--- src/rtl/uart_rx_fifo.sv ---
// UART receiver (8 data bits, optional even parity, 1 stop bit) with a small byte FIFO.
// Error flags are sticky until err_clr. A line held low raises a single frame_err.
module uart_rx_fifo #(
    parameter int unsigned CLKS_PER_BIT    = 868,
    parameter bit          PARITY_EN       = 1'b0,
    parameter int unsigned FIFO_DEPTH_LOG2 = 2
) (
    input  logic       clk_in,
    input  logic       rstn_in,
    input  logic       rx_in,
    input  logic       rd_ready,
    output logic       rd_valid,
    output logic [7:0] rd_data,
    output logic       frame_err,
    output logic       parity_err,
    output logic       overrun,
    input  logic       err_clr,
    output logic       busy
);

    localparam int unsigned CntW  = $clog2(CLKS_PER_BIT);
    localparam int unsigned PtrW  = FIFO_DEPTH_LOG2 + 1;
    localparam int unsigned Depth = 2 ** FIFO_DEPTH_LOG2;

    localparam logic [CntW-1:0] CntFull = CntW'(CLKS_PER_BIT - 1);
    localparam logic [CntW-1:0] CntHalf = CntW'(CLKS_PER_BIT / 2 - 1);
    localparam logic [PtrW-1:0] FullXor = {1'b1, {FIFO_DEPTH_LOG2{1'b0}}};

    typedef enum logic [2:0] {
        StIdle,
        StStart,
        StData,
        StParity,
        StStop,
        StBreak
    } state_e;

    state_e          state;
    logic            rx_m;
    logic            rx_s;
    logic [CntW-1:0] cnt;
    logic [2:0]      bit_idx;
    logic [7:0]      shreg;
    logic            par_pend;

    logic [7:0]      mem [Depth];
    logic [PtrW-1:0] wr_ptr;
    logic [PtrW-1:0] rd_ptr;

    logic expiry;
    logic stop_sample;
    logic byte_ok;
    logic set_fe;
    logic set_pe;
    logic set_ov;
    logic full;
    logic do_pop;
    logic do_push;

    always_comb begin
        expiry      = (cnt == '0);
        stop_sample = (state == StStop) && expiry;
        byte_ok     = stop_sample && rx_s && !par_pend;
        set_pe      = stop_sample && rx_s && par_pend;
        set_fe      = stop_sample && !rx_s;
        full        = ((wr_ptr ^ rd_ptr) == FullXor);
        do_pop      = rd_valid && rd_ready;
        // A pop in the same cycle frees the slot the write lands in.
        do_push     = byte_ok && (!full || do_pop);
        set_ov      = byte_ok && full && !do_pop;
    end

    assign rd_valid = (wr_ptr != rd_ptr);
    assign rd_data  = mem[rd_ptr[FIFO_DEPTH_LOG2-1:0]];
    assign busy     = (state != StIdle);

    always_ff @(posedge clk_in) begin
        if (!rstn_in) begin
            rx_m     <= 1'b1;
            rx_s     <= 1'b1;
            state    <= StIdle;
            cnt      <= '0;
            bit_idx  <= '0;
            shreg    <= '0;
            par_pend <= 1'b0;
        end else begin
            rx_m <= rx_in;
            rx_s <= rx_m;
            unique case (state)
                StIdle: begin
                    if (!rx_s) begin
                        state <= StStart;
                        cnt   <= CntHalf;
                    end
                end
                StStart: begin
                    if (expiry) begin
                        if (rx_s) begin
                            state <= StIdle;
                        end else begin
                            state    <= StData;
                            bit_idx  <= '0;
                            par_pend <= 1'b0;
                            cnt      <= CntFull;
                        end
                    end else begin
                        cnt <= cnt - CntW'(1);
                    end
                end
                StData: begin
                    if (expiry) begin
                        shreg   <= {rx_s, shreg[7:1]};
                        bit_idx <= bit_idx + 3'd1;
                        cnt     <= CntFull;
                        if (bit_idx == 3'd7) begin
                            state <= PARITY_EN ? StParity : StStop;
                        end
                    end else begin
                        cnt <= cnt - CntW'(1);
                    end
                end
                StParity: begin
                    if (expiry) begin
                        par_pend <= (rx_s != ^shreg);
                        cnt      <= CntFull;
                        state    <= StStop;
                    end else begin
                        cnt <= cnt - CntW'(1);
                    end
                end
                StStop: begin
                    if (expiry) begin
                        cnt   <= CntFull;
                        state <= rx_s ? StIdle : StBreak;
                    end else begin
                        cnt <= cnt - CntW'(1);
                    end
                end
                StBreak: begin
                    if (rx_s) begin
                        state <= StIdle;
                    end
                end
                default: state <= StIdle;
            endcase
        end
    end

    always_ff @(posedge clk_in) begin
        if (!rstn_in) begin
            mem        <= '{default: '0};
            wr_ptr     <= '0;
            rd_ptr     <= '0;
            frame_err  <= 1'b0;
            parity_err <= 1'b0;
            overrun    <= 1'b0;
        end else begin
            if (do_push) begin
                mem[wr_ptr[FIFO_DEPTH_LOG2-1:0]] <= shreg;
                wr_ptr <= wr_ptr + PtrW'(1);
            end
            if (do_pop) begin
                rd_ptr <= rd_ptr + PtrW'(1);
            end
            // A new error wins over a simultaneous clear.
            frame_err  <= set_fe | (frame_err & ~err_clr);
            parity_err <= set_pe | (parity_err & ~err_clr);
            overrun    <= set_ov | (overrun & ~err_clr);
        end
    end

endmodule

--- config.mk ---
export PLATFORM = sky130hd
export DESIGN_NAME = uart_rx_fifo
export DESIGN_NICKNAME = d
export VERILOG_FILES = /design/src/rtl/uart_rx_fifo.sv
export SDC_FILE = /design/constraint.sdc
export NUM_CORES = 1
export LEC_CHECK = 0
export ABC_CLOCK_PERIOD_IN_PS = 1850
export BUFFER_PORTS_ARGS = -buffer_cell sky130_fd_sc_hd__buf_2
export CORE_MARGIN = 2
export CORE_UTILIZATION = 39
export CTS_BUF_LIST = sky130_fd_sc_hd__clkbuf_8
export CTS_CLUSTER_SIZE = 16
export DETAILED_ROUTE_END_ITERATION = 10
export MAX_ROUTING_LAYER = met4
export SYNTH_ARGS = -nofsm -noshare
export SYNTH_HDL_FRONTEND = slang
export SYNTH_SLANG_ARGS = --single-unit
--- constraint.sdc ---
create_clock -name clk_in -period 1.85 [get_ports clk_in]
set_input_delay 0 -clock clk_in [delete_from_list [all_inputs] [get_ports clk_in]]
set_output_delay 0 -clock clk_in [all_outputs]
set_load 0.01 [all_outputs]
==> results of run 1 <==
-- cell usage after synthesis (2+ instances only) --
master	count	area, um^2
a211oi_1	2	15.0
xor2_1	4	35.0
o21ai_0	8	40.0
a21oi_1	28	140
nand2_8	4	80.1
a21o_1	3	22.5
a211o_1	2	17.5
nor2_1	19	71.3
ha_1	9	113
nor3_1	5	25.0
nand2b_1	4	25.0
inv_1	9	33.8
a311oi_1	3	26.3
nand3b_1	2	15.0
o21a_1	2	15.0
mux2i_1	34	340
xnor2_1	10	87.6
nand3_1	9	45.0
nand2_1	69	259
buf_2	7	35.0
and2_1	2	12.5
clkbuf_1	10	37.5
or3_1	5	31.3
nor3_2	2	20.0
dfxtp_1	68	1360
nor3b_2	2	25.0
mux4_2	8	180
-- power by group through the flow --
stage          Clock, W  Combinational [W]  Sequential, W
3_3_place_gp          0           0.000422        0.00155
3_5_place_dp          0           0.000422        0.00155
6_report        0.00133           0.000472        0.00152
2_1_floorplan         0           0.000274        0.00155
5_1_grt         0.00144           0.000520        0.00152
4_1_cts         0.00137           0.000430        0.00152
-- path summary, 6_finish.rpt --
check / to / cells past startpoint
setup / recovery: mem[17] / 8
hold / removal: rd_ptr[2] / 3
setup reg to reg: mem[17] / 8
hold reg to reg: rx_s / 1
-- area by class of cell --
class                      instances  area, um^2  area share [%]
inverter                           9        33.8           0.868
clock inverter                     7        92.6            2.38
sequential                        68        1360            35.0
timing repair buffer              43         308            7.91
clock buffer                       9         124            3.18
tap                              105         131            3.38
multi-input combinational        253        1840            47.2
-- cell families after synthesis --
group                    Yosys count
AND/OR/NAND/NOR                  131
flip-flops                        68
AO/OA/AOI/OAI                     57
multiplexers                      42
buffers and inverters             28
XOR/XNOR                          14
adder cells (fa/ha/maj)            9
-- metal layers --
metal,track usage [%],share of wire [%]
met1,19.2,45
met2,27.2,49
met5,-,0
met4,6.90,1.8
met3,4.11,3.6
-- sequential cells by signal, indices dropped and copies added, names as in the netlist, 3 cells and up --
signal / cells
shreg: 8
state: 3
rd_ptr: 3
wr_ptr: 3
cnt: 10
mem: 32
bit_idx: 3
-- stage by stage --
step	setup TNS (ns)	util [%]
after global placement	0	43.8
final	0	47.6
after detailed placement	-0.00306	43.8
after floorplan	0	-
after global routing	-0.466	47.6
after CTS	0	46.9
-- worst max-delay path: cells and delay by family (launching register included) --
kind,cells,cell delay [ns]
AND/OR/NAND/NOR,4,0.79
flip-flops,1,0.33
buffers and inverters,2,0.27
multiplexers,1,0.16
adder cells (fa/ha/maj),1,0.13
-- repair_timing --
item / in CTS / in global routing
resized for setup: 1 / 14
setup endpoints to repair: 4 / 55
hold buffers: 3 / 0
hold endpoints to repair: 5 / 0
setup buffers: 0 / 1
pin swaps: 1 / 1
==> results by group, run 1 <==
Status
  – Status: finished, final reports clean

Power and ir drop
  – Peak VDD IR: around 0.4 mV
  – P_leak: about 1.6 nW
  – Pwr dens: approximately 850 mW/mm^2
  – Register share of total power: a little under half
  – Pint: 0.00246 W
  – Clock share of power: about two fifths
  – Final Power: ~0.0033 W
  – Part of the power in combinational logic: about 14%
  – Switching part of the total: 25.9%
  – Sw Pwr: 0.000860 W

Min path
  – Min-delay worst type: in2reg
  – Min-Delay Startpoint: rstn_in

STA
  – Achievable frequency: between 500 and 600 MHz
  – Tmin final: 1.79 ns
  – Slew @ Worst Pin: just under 0.5 ns
  – Worst hold margin: 0.0544 ns
  – Final period util: 96.9%
  – Final hold vios: 0
  – Worst Skew: 0.0124 ns
  – Final WS setup: ~0.058 ns
  – Max-slew violations: 0
  – Rel. slew slack: between 60% and 70%
  – Final setup viols: 0
  – RSZ-0062 raised after global routing: yes

Cells and area
  – Commonest non-fill, non-tap cell in the layout: nand2_1
  – Layout cells sized above 1: between 20% and 30%
  – Post-Layout Inst Area: roughly 0.004 mm^2
  – Number of diodes: 0
  – Commonest cells after routing, fill and taps aside: 69 x nand2_1, 66 x dfxtp_1, 33 x mux2i_1
  – Area Growth Syn to Fin: 18.7%
  – Fill cells: about 760
  – Final net count: approximately 400
  – Final cell count without fillers: 494

Worst setup path
  – Req. time, crit path: 2.08 ns
  – CP Max Fanout: 8
  – Max stage delay on crit path: 0.33 ns
  – Critical Path Start: cnt[1]
  – Crit-path cells: inv_2, ha_4, nor4b_4, nand3_4, nor3b_4, buf_12, nand2_8, mux2i_2
  – Crit path DAT: 2.02 ns
  – Crit path capture type: flop
  – WS Path Type: reg2reg
  – CP Launch Type: flop
  – CP max-delay cell: dfxtp_2
  – R2r setup slk: slightly below 0.06 ns
  – Worst r2r src: cnt[1]

Place
  – Post-Place Cell Area: between 0.003 and 0.004 mm^2
  – Port bufs: 17
  – Post-DP HPWL: between 4000 and 5000 um
  – Final Wtd Congestion: about 0.90
  – Cell Count Post-Placement: 474
  – Pre-CTS WS: -0.00306 ns

Route
  – Wirelength per Cell: 13.6 um
  – First-pass iteration count of the detailed router: 5
  – DRC: 0
  – Vias: approximately 2500
  – Starting DRT DRC Count: between 100 and 150
  – Vias per cell: ~5.1
  – Post-Route WL: ~6700 um
  – Final ANT Viol Nets: 0

Floorplan
  – I/O Pins: 18
  – Die width: about 96 um
  – FP Rows: 33
  – Die area: between 0.009 and 0.01 mm^2
  – Core area: 0.00818 mm^2
  – Initial Util: 40.1%
  – Die height: about 96 um

Job
  – Max Cap Viol: 0

CTS
  – Worst-Skew Late Latency: around 0.35 ns
  – H-tree depth: 3
  – Root Driver: clkbuf_8
  – Max Root-Sink Buffers: 2
  – Clock transition at path regs: about 0.07 ns
  – TritonCTS buffer count: 9
  – Sink Count: 68
  – TritonCTS clock tree: built

Yosys
  – Adder-Cell Fraction of Synth Area: under 10%
  – Main synth FF type: dfxtp_1
  – Syn Nets: 363
  – Asr flop ratio synth: 0%
  – Post-synth cell types: 46
  – Synthesized area: around 0.0033 mm^2
  – Mean Syn Cell Area: 9.39 um^2
  – Mapped Cells: 349
  – Sequential share of the synthesized area: around two fifths
  – Largest family of logic cells by synthesized area: simple AND/OR/NAND/NOR gates
  – Area share of and/or/nand/nor cells after synthesis: 21.1%
  – Multiplexer area fraction after synthesis: between 10% and 20%
  – Number of flops mapped to enable cells by yosys: 0
  – Compound-cell area share of the yosys netlist: 10.5%
  – Flops & latches, synth: 68
  – Synth Warn #: 0
  – Xor/xnor cell area share of the yosys netlist: 3.74%

Global route
  – Largest net degree at the start of global routing: between 40 and 50
  – Gr usage total: ~16%
  – Global route overflow: 0
  – First-pass GRT wire length: approximately 11000 um
  – Vias in the first global route: between 2000 and 2500
  – Antenna violations before repair: 0
Power figures use the tool's default switching activity.
==> run 2: changes to the inputs <==
--- a/config.mk
+++ b/config.mk
@@ -5,7 +5,7 @@
 export SDC_FILE = /design/constraint.sdc
 export NUM_CORES = 1
 export LEC_CHECK = 0
-export ABC_CLOCK_PERIOD_IN_PS = 1850
+export ABC_CLOCK_PERIOD_IN_PS = 2300
 export BUFFER_PORTS_ARGS = -buffer_cell sky130_fd_sc_hd__buf_2
 export CORE_MARGIN = 2
 export CORE_UTILIZATION = 39
==> constraint.sdc (replaced) <==
create_clock -name clk_in -period 2.3 [get_ports clk_in]
set_input_delay 0 -clock clk_in [delete_from_list [all_inputs] [get_ports clk_in]]
set_output_delay 0 -clock clk_in [all_outputs]
set_load 0.01 [all_outputs]
==> results by group, run 2 (synthesized netlist as in run 1, its figures left out) <==
Status
  – Status: finished, final reports clean

Cells and area
  – Most flops, register: mem
  – Top flop regs: mem (32), cnt (10), shreg (8)
  – Commonest non-fill, non-tap cell in the layout: nand2_1
  – Final net count: between 300 and 400
  – Fill cells: 791
  – Register area: roughly 0.0014 mm^2
  – Commonest cells after routing, fill and taps aside: 69 x nand2_1, 68 x dfxtp_1, 34 x mux2i_1
  – Number of diodes: 0
  – Fin util: roughly 46%
  – Area Growth Syn to Fin: 13.5%
  – Layout cells sized above 1: 16.8%
  – Max FFs per register: 32
  – Footprint of the multi-input gates: 0.00179 mm^2

Global route
  – M3 GR Usage: around 3.8%
  – Antenna violations before repair: 0
  – Gr usage total: 15.6%
  – First-pass GRT wire length: ~11000 um
  – Vias in the first global route: roughly 2400
  – Grt met1 use: between 15 and 20%
  – Met2 Resource Use GR: about a quarter
  – Largest net degree at the start of global routing: 48
  – Global route overflow: 0
  – GRT busiest layer: met2

Floorplan
  – I/O Pins: 18
  – Die width: around 96 um
  – Die height: approximately 96 um
  – Die area: 0.00915 mm^2
  – Initial Util: 40.1%
  – FP Rows: 33
  – Core area: between 0.008 and 0.009 mm^2

Worst setup path
  – Crit-path cells: inv_1, ha_1, nor4b_4, nand3_2, or3_1, nand3_1, a21oi_1
  – Max stage delay on crit path: slightly below 0.6 ns
  – CP max-delay cell: or3_1
  – Critical Path Start: cnt[0]
  – Crit path max-delay family: simple AND/OR/NAND/NOR gates
  – Reg2reg end: bit_idx[2]
  – CP Max Fanout: 13
  – R2r setup slk: 0.20 ns
  – Worst-case reg-to-reg path depth: 7
  – CP Launch Type: flop
  – Crit path DAT: approximately 2.3 ns
  – CP bufs+invs: 1
  – Worst r2r src: cnt[0]
  – WS Path Type: reg2reg
  – Crit path capture type: flop
  – Req. time, crit path: 2.49 ns

Route
  – Vias per cell: 5.14
  – Vias: about 2500
  – DRC: 0
  – Final ANT Viol Nets: 0
  – Wirelength per Cell: approximately 13 um
  – First-pass iteration count of the detailed router: 5
  – Starting DRT DRC Count: 87
  – Post-Route WL: 6430 um

CTS
  – TritonCTS buffer count: 9
  – PostCTS Resize Cnt: 0
  – Sink Count: 68
  – Worst-Skew Late Latency: around 0.34 ns
  – Root Driver: clkbuf_8
  – Post-CTS Setup Inserts: 0
  – Clock transition at path regs: ~0.07 ns
  – Max Root-Sink Buffers: 2
  – # hold bufs at CTS: 3
  – TritonCTS clock tree: built
  – H-tree depth: 3

STA
  – Tmin final: approximately 2.1 ns
  – RSZ-0062 raised after global routing: no
  – Slew @ Worst Pin: between 0.7 and 0.8 ns
  – Final setup viols: 0
  – Final TNS setup: 0 ns
  – Max-slew violations: 0
  – Final period util: between 90% and 100%
  – Worst Skew: around 0.0095 ns
  – Final hold vios: 0
  – Rel. slew slack: approximately 48%
  – Final WS setup: between 0.15 and 0.2 ns
  – Achievable frequency: around 480 MHz

Place
  – Pre-CTS WS: about 0.24 ns
  – Port bufs: 17
  – Post-DP HPWL: about 4500 um
  – Final Wtd Congestion: ~0.85

Power and ir drop
  – Final Power: between 0.002 and 0.0025 W
  – P_leak: 1.57 nW
  – Pwr dens: approximately 670 mW/mm^2
  – Peak VDD IR: slightly below 0.3 mV

Job
  – Max Cap Viol: 0

Min path
  – Min-delay worst type: in2reg
  – Hold path endpoint: rx_s
  – Min-Delay Startpoint: rstn_in
  – Hold Crit Depth: 3
run 2: cell count changes in the layout (fill, tap and decap cells not counted), moves of 2 or more:
cell / previous run / this run
nor3b_4: 2 / 0
nor3b_2: 0 / 2
buf_6: 2 / 0
nor2_1: 17 / 19
buf_4: 20 / 9
inv_2: 2 / 0
nor2_2: 2 / 0
dfxtp_2: 2 / 0
dfxtp_1: 66 / 68
run 2: per-layer routing:
metal / wire (um) / share of wire (%)
met5: 0 / 0
met4: 76 / 1.2
met3: 163 / 2.5
met2: 3080 / 48
met1: 3110 / 48
run 2: worst max path at each step:
stage / cells after the start / slack [ns] / to
2_1_floorplan: 7 / 0.56 / cnt[3]
3_3_place_gp: 7 / 0.28 / bit_idx[1]
3_5_place_dp: 7 / 0.24 / bit_idx[1]
4_1_cts: 7 / 0.22 / bit_idx[1]
5_1_grt: 7 / 0.05 / bit_idx[2]
6_report: 7 / 0.20 / bit_idx[2]
run 2: report_power, final:
| group | switching [W] | internal [W] | total (W) | leakage [nW] |
|---|---|---|---|---|
| Clock | 0.000468 | 0.000528 | 0.000997 | 0.0983 |
| Sequential | 0.0000273 | 0.00120 | 0.00123 | 0.549 |
| Combinational | 0.000176 | 0.000101 | 0.000277 | 0.922 |
run 2: per-stage QoR:
| step | instance area [um^2] | instances | hold slack (ns) |
|---|---|---|---|
| 5_1_grt | 3720 | 481 | 0.190 |
| 3_5_place_dp | 3490 | 462 | 0.196 |
| 3_3_place_gp | 3490 | 462 | 0.182 |
| 2_1_floorplan | 3280 | 349 | 0.101 |
| 4_1_cts | 3720 | 481 | 0.174 |
| 6_report | 3720 | 481 | 0.174 |
run 2: area by class of cell:
cell class                 instances  area share (%)
sequential                        68            36.6
multi-input combinational        253            48.1
inverter                           9           0.908
clock inverter                     6            1.71
timing repair buffer              30            5.45
clock buffer                      10            3.70
tap                              105            3.53
run 2: worst reg2reg max path, stage by stage, from the launching register on:
cell     delay (ns)
dfxtp_1        0.34
inv_1          0.12
ha_1           0.17
nor4b_4        0.24
nand3_2        0.29
or3_1          0.59
nand3_1        0.14
a21oi_1        0.07
==> run 3: changes to the inputs <==
--- a/config.mk
+++ b/config.mk
@@ -7,12 +7,15 @@
 export LEC_CHECK = 0
 export ABC_CLOCK_PERIOD_IN_PS = 2300
 export BUFFER_PORTS_ARGS = -buffer_cell sky130_fd_sc_hd__buf_2
+export CELL_PAD_IN_SITES_DETAIL_PLACEMENT = 1
+export CELL_PAD_IN_SITES_GLOBAL_PLACEMENT = 2
 export CORE_MARGIN = 2
 export CORE_UTILIZATION = 39
 export CTS_BUF_LIST = sky130_fd_sc_hd__clkbuf_8
 export CTS_CLUSTER_SIZE = 16
 export DETAILED_ROUTE_END_ITERATION = 10
 export MAX_ROUTING_LAYER = met4
+export PLACE_DENSITY_LB_ADDON = 0.1
 export SYNTH_ARGS = -nofsm -noshare
 export SYNTH_HDL_FRONTEND = slang
 export SYNTH_SLANG_ARGS = --single-unit
==> results by group, run 3 (synthesized netlist as in run 1, its figures left out) <==
STA
  – Final setup viols: 0
  – Slew @ Worst Pin: approximately 0.8 ns
  – Final period util: about 88%
  – Tmin final: a little over 2 ns
  – Achievable frequency: ~500 MHz
  – Max-slew violations: 0
  – Final TNS setup: 0 ns
  – Final hold vios: 0
  – Rel. slew slack: 46.5%
  – Worst Skew: a little under 0.008 ns
  – Final WS setup: around 0.27 ns
  – RSZ-0062 raised after global routing: no

Worst setup path
  – Worst r2r src: state[2]
  – Crit-path cells: or3b_4, nor3b_2, nor3b_2, buf_12, nand2_8, mux2i_1
  – Max stage delay on crit path: about 0.5 ns
  – Most common cell on crit path: nor3b_2
  – Req. time, crit path: ~2.5 ns
  – Crit path DAT: about 2.3 ns
  – Crit path to: mem[21]
  – Worst-case reg-to-reg path depth: 6
  – R2r setup slk: 0.27 ns
  – WS Path Type: reg2reg
  – CP max-delay cell: dfxtp_1
  – CP Launch Type: flop
  – Critical Path Start: state[2]
  – CP Max Fanout: 11
  – Reg2reg end: mem[21]
  – Crit path capture type: flop

Cells and area
  – Max FFs per register: 32
  – Top flop regs: mem (32), cnt (10), shreg (8)
  – Area Growth Syn to Fin: 14.5%
  – Number of diodes: 0
  – Final net count: roughly 390
  – Commonest non-fill, non-tap cell in the layout: nand2_1
  – Commonest cells after routing, fill and taps aside: 69 x nand2_1, 68 x dfxtp_1, 34 x mux2i_1
  – Most flops, register: mem
  – Fill cells: approximately 960
  – Layout cells sized above 1: 16.9%
  – Footprint of the multi-input gates: approximately 0.0018 mm^2
  – Register area: between 0.001 and 0.0015 mm^2

Power and ir drop
  – Part of the power in combinational logic: 11.8%
  – Pwr dens: about 700 mW/mm^2
  – Pint: 0.00192 W
  – Register share of total power: a little under half
  – Sw Pwr: about 0.00068 W
  – Switching part of the total: between 20% and 30%
  – P_leak: ~1.6 nW
  – Peak VDD IR: 0.263 mV
  – Clock share of power: between 40 and 50%

Status
  – Status: finished, final reports clean

Global route
  – First-pass GRT wire length: 13200 um
  – Vias in the first global route: 2555
  – Global route overflow: 0
  – Antenna violations before repair: 0
  – Gr usage total: slightly below 20%
  – Largest net degree at the start of global routing: 48

CTS
  – Sink Count: 68
  – Clock transition at path regs: approximately 0.07 ns
  – Max Root-Sink Buffers: 2
  – H-tree depth: 3
  – Worst-Skew Late Latency: about 0.34 ns
  – TritonCTS buffer count: 9
  – # hold bufs at CTS: 3
  – TritonCTS clock tree: built
  – PostCTS Resize Cnt: 0
  – Post-CTS Setup Inserts: 0
  – Root Driver: clkbuf_8

Route
  – Vias per cell: around 5.3
  – DRC: 0
  – Wirelength per Cell: ~16 um
  – Vias: about 2500
  – Final ANT Viol Nets: 0
  – Starting DRT DRC Count: 40
  – First-pass iteration count of the detailed router: 4
  – Post-Route WL: 7820 um

Place
  – Port bufs: 17
  – Post-DP HPWL: roughly 5200 um
  – Pre-CTS WS: between 0.2 and 0.3 ns
  – Final Wtd Congestion: about 0.73

Floorplan
  – Die width: 95.7 um
  – Core area: 0.00818 mm^2
  – Die area: 0.00915 mm^2
  – I/O Pins: 18
  – Die height: 95.7 um
  – Initial Util: between 40% and 50%
  – FP Rows: 33

Min path
  – Min-delay worst type: in2reg

Job
  – Max Cap Viol: 0
## run 3: worst min-delay path by stage
stage,startpoint,endpoint,slack [ns],cells past startpoint
global placement,rx_in,rx_m,0.19,2
detailed placement,rx_in,rx_m,0.19,2
CTS,rstn_in,rx_m,0.21,3
floorplan,rx_in,rx_m,0.10,1
finish,rstn_in,rx_m,0.21,3
global route,rstn_in,rx_m,0.24,3
## run 3: cell type report
type                            instances  share of cell area, %
Sequential cell                        68                   36.3
Inverter                                9                  0.900
Clock buffer                            9                   3.30
Tap cell                              105                   3.50
Multi-Input combinational cell        253                   47.7
Timing Repair Buffer                   32                   5.80
Clock inverter                          7                   2.47
## run 3: critical path, delay by kind of cell (launching register included)
kind / cells / cell delay (ns)
mux: 1 / 0.14
buf+inv: 1 / 0.20
flops: 1 / 0.51
simple gates: 4 / 1.05
## run 3: power by group through the flow
stage          clock (W)  combinational (W)  sequential (W)
2_1_floorplan          0           0.000221         0.00124
5_1_grt          0.00116           0.000346         0.00123
4_1_cts          0.00111           0.000311         0.00123
3_5_place_dp           0           0.000305         0.00125
3_3_place_gp           0           0.000305         0.00125
6_report         0.00107           0.000308         0.00123
## run 3: per-layer routing
layer / GRT usage (%) / part of all wire [%] / wire, um / vias up
met1: 25.9 / 50 / 3930 / 1249
li1: - / - / - / 1256
met2: 29.5 / 47 / 3650 / 25
met5: - / 0 / 0 / -
met3: 4.58 / 2.2 / 169 / 7
met4: 4.52 / 0.92 / 72 / 0
## run 3: per-stage QoR
step | hold WS, ns | total power (W) | cells | utilization (%) | area (um^2)
5_1_grt | 0.245 | 0.00274 | 483 | 45.9 | 3750
3_5_place_dp | 0.189 | 0.00156 | 464 | 42.9 | 3510
3_3_place_gp | 0.189 | 0.00156 | 464 | 42.9 | 3510
6_report | 0.211 | 0.00261 | 483 | 45.9 | 3750
4_1_cts | 0.210 | 0.00264 | 483 | 45.9 | 3750
2_1_floorplan | 0.101 | 0.00147 | 349 | - | 3280
